### config.mk
export PLATFORM = sky130hd
export DESIGN_NAME = pipe_hazard_ctrl
export DESIGN_NICKNAME = d
export VERILOG_FILES = /design/src/rtl/pipe_hazard_ctrl.sv
export SDC_FILE = /design/constraint.sdc
export NUM_CORES = 1
export LEC_CHECK = 0
export BUFFER_PORTS_ARGS = -buffer_cell sky130_fd_sc_hd__buf_2
export CELL_PAD_IN_SITES_DETAIL_PLACEMENT = 1
export CELL_PAD_IN_SITES_GLOBAL_PLACEMENT = 1
export CORE_ASPECT_RATIO = 1.4
export CORE_MARGIN = 2
export CORE_UTILIZATION = 29
export CTS_CLUSTER_DIAMETER = 80
export CTS_CLUSTER_SIZE = 8
export DETAILED_ROUTE_END_ITERATION = 7
export GPL_ROUTABILITY_DRIVEN = 0
export HOLD_SLACK_MARGIN = 0.12
export PLACE_DENSITY = 0.85
export RECOVER_POWER = 50
export SLEW_MARGIN = 10
export SYNTH_ARGS = -nofsm -noshare
export SYNTH_HDL_FRONTEND = slang
export SYNTH_SLANG_ARGS = --single-unit
### constraint.sdc
create_clock -name clock -period 1.9 [get_ports clock]
set_clock_uncertainty 0.15 [all_clocks]
set_input_delay 0.38 -clock clock [delete_from_list [all_inputs] [get_ports clock]]
set_output_delay 0.38 -clock clock [all_outputs]
set_load 0.1 [all_outputs]
### src/rtl/pipe_hazard_ctrl.sv
// ID/EX pipeline sequencer: load-use bubble, EX-redirect flush, and a full-pipe freeze while data memory is busy.
// Outputs are zero-latency (Mealy); mem_busy overrides all else. Optional perf counters: HAZARD_PERF_CNT_EN.
module pipe_hazard_ctrl #(
    parameter int FLUSH_CYCLES = 1,
    parameter int WAIT_MAX     = 255,
    parameter int CNT_W        = 16
) (
    input  logic             clock,
    input  logic             reset_n,
    input  logic [4:0]       rs_id,
    input  logic [4:0]       rt_id,
    input  logic             rt_used_id,
    input  logic             re_idex,
    input  logic [4:0]       rt_idex,
    input  logic             redirect_ex,
    input  logic             mem_busy,
    output logic             hold_pc,
    output logic             hold_ifid,
    output logic             flush_ifid,
    output logic             bubble_idex,
    output logic             freeze_pipe,
    output logic [1:0]       state_o,
    output logic             err_timeout,
    output logic [CNT_W-1:0] stall_cnt,
    output logic [CNT_W-1:0] flush_cnt
);

    typedef enum logic [1:0] {
        RUN      = 2'b00,
        FLUSH    = 2'b01,
        MEM_WAIT = 2'b10
    } state_t;

    localparam logic [3:0] FC_INIT = 4'(FLUSH_CYCLES - 1);
    localparam logic [7:0] WC_MAX  = 8'(WAIT_MAX);

    state_t     state;
    logic [3:0] fc;
    logic [7:0] wc;
    logic       luh;
    logic       h_pc, h_ifid, f_ifid, b_idex, frz;

    assign luh = re_idex && (rt_idex != 5'd0) &&
                 ((rt_idex == rs_id) || (rt_used_id && (rt_idex == rt_id)));

    // MEM_WAIT with mem_busy low falls through to the RUN rules, so a
    // redirect held during the freeze is honoured on the release cycle.
    always_comb begin
        h_pc   = 1'b0;
        h_ifid = 1'b0;
        f_ifid = 1'b0;
        b_idex = 1'b0;
        frz    = 1'b0;
        if (mem_busy) begin
            frz    = 1'b1;
            h_pc   = 1'b1;
            h_ifid = 1'b1;
        end else if (state == FLUSH) begin
            f_ifid = 1'b1;
            b_idex = 1'b1;
        end else if (redirect_ex) begin
            f_ifid = 1'b1;
            b_idex = 1'b1;
        end else if (luh) begin
            h_pc   = 1'b1;
            h_ifid = 1'b1;
            b_idex = 1'b1;
        end
    end

    assign hold_pc     = reset_n & h_pc;
    assign hold_ifid   = reset_n & h_ifid;
    assign flush_ifid  = reset_n & f_ifid;
    assign bubble_idex = reset_n & b_idex;
    assign freeze_pipe = reset_n & frz;
    assign state_o     = state;

    always_ff @(posedge clock or negedge reset_n) begin
        if (!reset_n) begin
            state       <= RUN;
            fc          <= 4'd0;
            wc          <= 8'd0;
            err_timeout <= 1'b0;
        end else begin
            case (state)
                FLUSH: begin
                    if (!mem_busy) begin
                        fc <= fc - 4'd1;
                        if (fc == 4'd1)
                            state <= RUN;
                    end
                end
                MEM_WAIT: begin
                    if (mem_busy) begin
                        if (wc < WC_MAX)
                            wc <= wc + 8'd1;
                        if (wc == WC_MAX)
                            err_timeout <= 1'b1;
                    end else if (redirect_ex && (FLUSH_CYCLES > 1)) begin
                        fc    <= FC_INIT;
                        state <= FLUSH;
                    end else begin
                        state <= RUN;
                    end
                end
                default: begin
                    if (mem_busy) begin
                        wc    <= 8'd1;
                        state <= MEM_WAIT;
                    end else if (redirect_ex && (FLUSH_CYCLES > 1)) begin
                        fc    <= FC_INIT;
                        state <= FLUSH;
                    end
                end
            endcase
        end
    end

`ifdef HAZARD_PERF_CNT_EN
    logic [CNT_W-1:0] s_cnt, f_cnt;

    always_ff @(posedge clock or negedge reset_n) begin
        if (!reset_n) begin
            s_cnt <= '0;
            f_cnt <= '0;
        end else begin
            if (h_pc && !(&s_cnt))
                s_cnt <= s_cnt + CNT_W'(1);
            if (f_ifid && !(&f_cnt))
                f_cnt <= f_cnt + CNT_W'(1);
        end
    end

    assign stall_cnt = s_cnt;
    assign flush_cnt = f_cnt;
`else
    assign stall_cnt = '0;
    assign flush_cnt = '0;
`endif

endmodule
==> flow_summary_export.csv <==
group,metric,value,unit
run_status,status,"finished, violations left",
run_status,violations,"negative setup slack",
global_routing,track_usage,0.140,
global_routing,grt_pass1_vias,862,
place,place_ws,-571,ps
synthesis,synth_cell_type_count,31,
die,core_area,3150,sq um
drt,drc,0,
timing,setup_viol,4,
synthesis,synth_xor_area_frac,0.0996,
timing,rsz0062_at_grt,"true",
synthesis,ys_seq_area_frac,0.259,
die,row_count,24,
synthesis,synth_compound_area_frac,0.149,
setup_path,cp.arrival,1800,ps
die,floorplan.initialDensity,0.307,
timing,hold_viol,0,
final_layout,antenna_cells,0,
cts,cts.clk_slew.worst_paths,50,ps
setup_path,criticalPathCategory,"primary input to primary output",
synthesis,synth_area_leaders,"buf_4 27%, dfrtp_1 26%, xor2_1 9.1%, o21ai_0 3.1%, nand2_1 3.1%",
final_layout,final_common_cell,"conb_1",
setup_path,cp_cell_sequence,"buf_2 -> buf_4 -> or4_4 -> o21ai_2 -> buf_6 -> o41ai_4 -> buf_4 -> buf_12",
min_path,hold_class,"register to register",
global_routing,gr-total-overflow,0,
power,vdd_drop_max,0.766,mV
power,power,1.36,mW
synthesis,netlist_instances,113,
cts,ctsRootBufferMaster,"clkbuf_8",
synthesis,synth_mux_area_frac,0,
drt,drt_iter0_drc,33,
final_layout,nNetsFinal,179,
final_layout,area_growth,42.4,%
synthesis,syn_area,967,sq um
place,place_area,1170,sq um
drt,ant_nets,0,
setup_path,crit_top_cell,"buf_4",
final_layout,num-fill-cells,393,
setup_path,crit_path_top_delay_cell,"or4_4",
die,io_pins,61,
cts,cts_tree,"built",
drt,first_pass_iters,3,
job,maxCapViolCount,0,
power,power_leakage,0.709,nW
timing,slew_violations,0,
setup_path,worstPathRequired,1370,ps
drt,vias,876,
drt,via_per_inst,4.52,
synthesis,synth_fa_ha_area_frac,0.0259,
drt,wl_per_cell,14.7,um
final_layout,final_area,1380,sq um
synthesis,yosysWarnings,0,
setup_path,crit_path_end_kind,"primary output",
final_layout,layout.area.seq,250,sq um
synthesis,synth_edf_count,0,
cts,clock_sinks,10,
final_layout,fin_util,0.437,
synthesis,synth_top_family_by_area,"buffers and inverters",
setup_path,crit_path_max_fanout,2,
final_layout,mostFrequentLayoutCells,"33 x conb_1, 16 x buf_2, 12 x buf_4",
timing,finalCriticalPeriod,2330,ps
die,die_w,52.8,um
die,fp.dieArea,3820,sq um
synthesis,ys_seq_elements,10,
cts,cts_htree_levels,1,
final_layout,drive_gt1_frac,0.368,
final_layout,finalNonFillerCells,194,
timing,setup_ws,-431,ps
synthesis,netlist.area_leader.share,0.272,
die,die_y,72.3,um
power,powerDensity,987,nW/um^2
drt,drt-total-wl,2860,um
synthesis,yosysTopAreaCell,"buf_4",
cts,cts_buffer_depth,2,
global_routing,grt_antenna_before_repair,0,
synthesis,syn_avg_cell_area,8.56,sq um
setup_path,slowest_delay,510,ps
synthesis,async_reset_ff_frac,1.00,
cts,numCtsBuffers,3,
cts,clk_latency,240,ps
synthesis,synth_flop_cell,"dfrtp_1",
timing,finalCritPeriodShare,1.23,
place,place_hpwl,2090,um
timing,fmax,429,MHz
global_routing,grt_max_degree,12,
place,portBuffers,27,
place,dp_cells,182,
synthesis,synth_simple_gate_area_share,0.144,
final_layout,multiInputGateArea,632,sq um
global_routing,grt_pass1_wl,3970,um
setup_path,startpoint_type,"primary input",
through the flow:
step	hold slack [ps]	setup TNS, ps
2_1_floorplan	-65.6	-2920
3_3_place_gp	176	-1450
3_5_place_dp	185	-1670
4_1_cts	328	-1230
5_1_grt	337	-1670
6_report	322	-1320
per-layer routing:
layer	GRT usage	share of wire	up-vias
li1	-	-	405
met1	0.131	0.33	412
met2	0.279	0.56	51
met3	0.0247	0.089	8
met4	0.0598	0.025	0
met5	0	0	-
critical path, delay by kind of cell:
kind | cells | cell delay (ps)
AO/OA/AOI/OAI | 2 | 220
buffers and inverters | 5 | 690
AND/OR/NAND/NOR | 1 | 510
final timing paths:
kind	from	endpoint	slack (ps)	cells after the start
max in group asynchronous	reset_n	wc[4]	620	3
min in group asynchronous	reset_n	wc[7]	650	3
max reg2reg	wc[0]	wc[7]	40	7
min reg2reg	err_timeout	err_timeout	320	1
min	err_timeout	err_timeout	320	1
max	rt_idex[2]	hold_ifid	-430	8
cell usage after synthesis (3+ instances only):
library cell,count
o41ai_1,3
nand3_1,4
o21ai_0,6
nand2_1,8
inv_1,7
nor2_1,3
xor2_1,10
buf_4,35
or4_1,3
dfrtp_1,10
where the power goes:
group          switching (mW)  total (mW)  leakage [nW]  internal (mW)
clock                  0.0865       0.234        0.0228          0.147
sequential              0.116       0.378         0.133          0.263
combinational           0.568       0.748         0.554          0.180
total                   0.770        1.36         0.709          0.590
sequential cells by signal (all words and copies together) (netlist names):
signal and flops:
wc 8, state_o 1, err_timeout 1
cells by family (layout without fill, tap and decap cells):
kind of cell / count (synthesis) / after routing
other cells: 1 / 33
compound gates: 20 / 20
xor+xnor: 11 / 11
buf+inv: 44 / 54
flops: 10 / 10
simple gates: 25 / 25
fa+ha+maj: 2 / 2
timing repair:
action / in CTS / in global routing
hold endpoints to repair: 10 / 0
hold buffers: 1 / 0
buffers inserted: 0 / 7
resized for setup: 9 / 15
pin swaps: 7 / 7
setup endpoints to repair: 3 / 6
final cells by class:
type / instances / area share
Tap cell: 39 / 0.0354
Sequential cell: 10 / 0.182
Timing Repair Buffer: 42 / 0.266
Inverter: 8 / 0.0254
Multi-Input combinational cell: 91 / 0.459
Clock buffer: 4 / 0.0327
No activity file was read; power rests on OpenSTA's default activity.
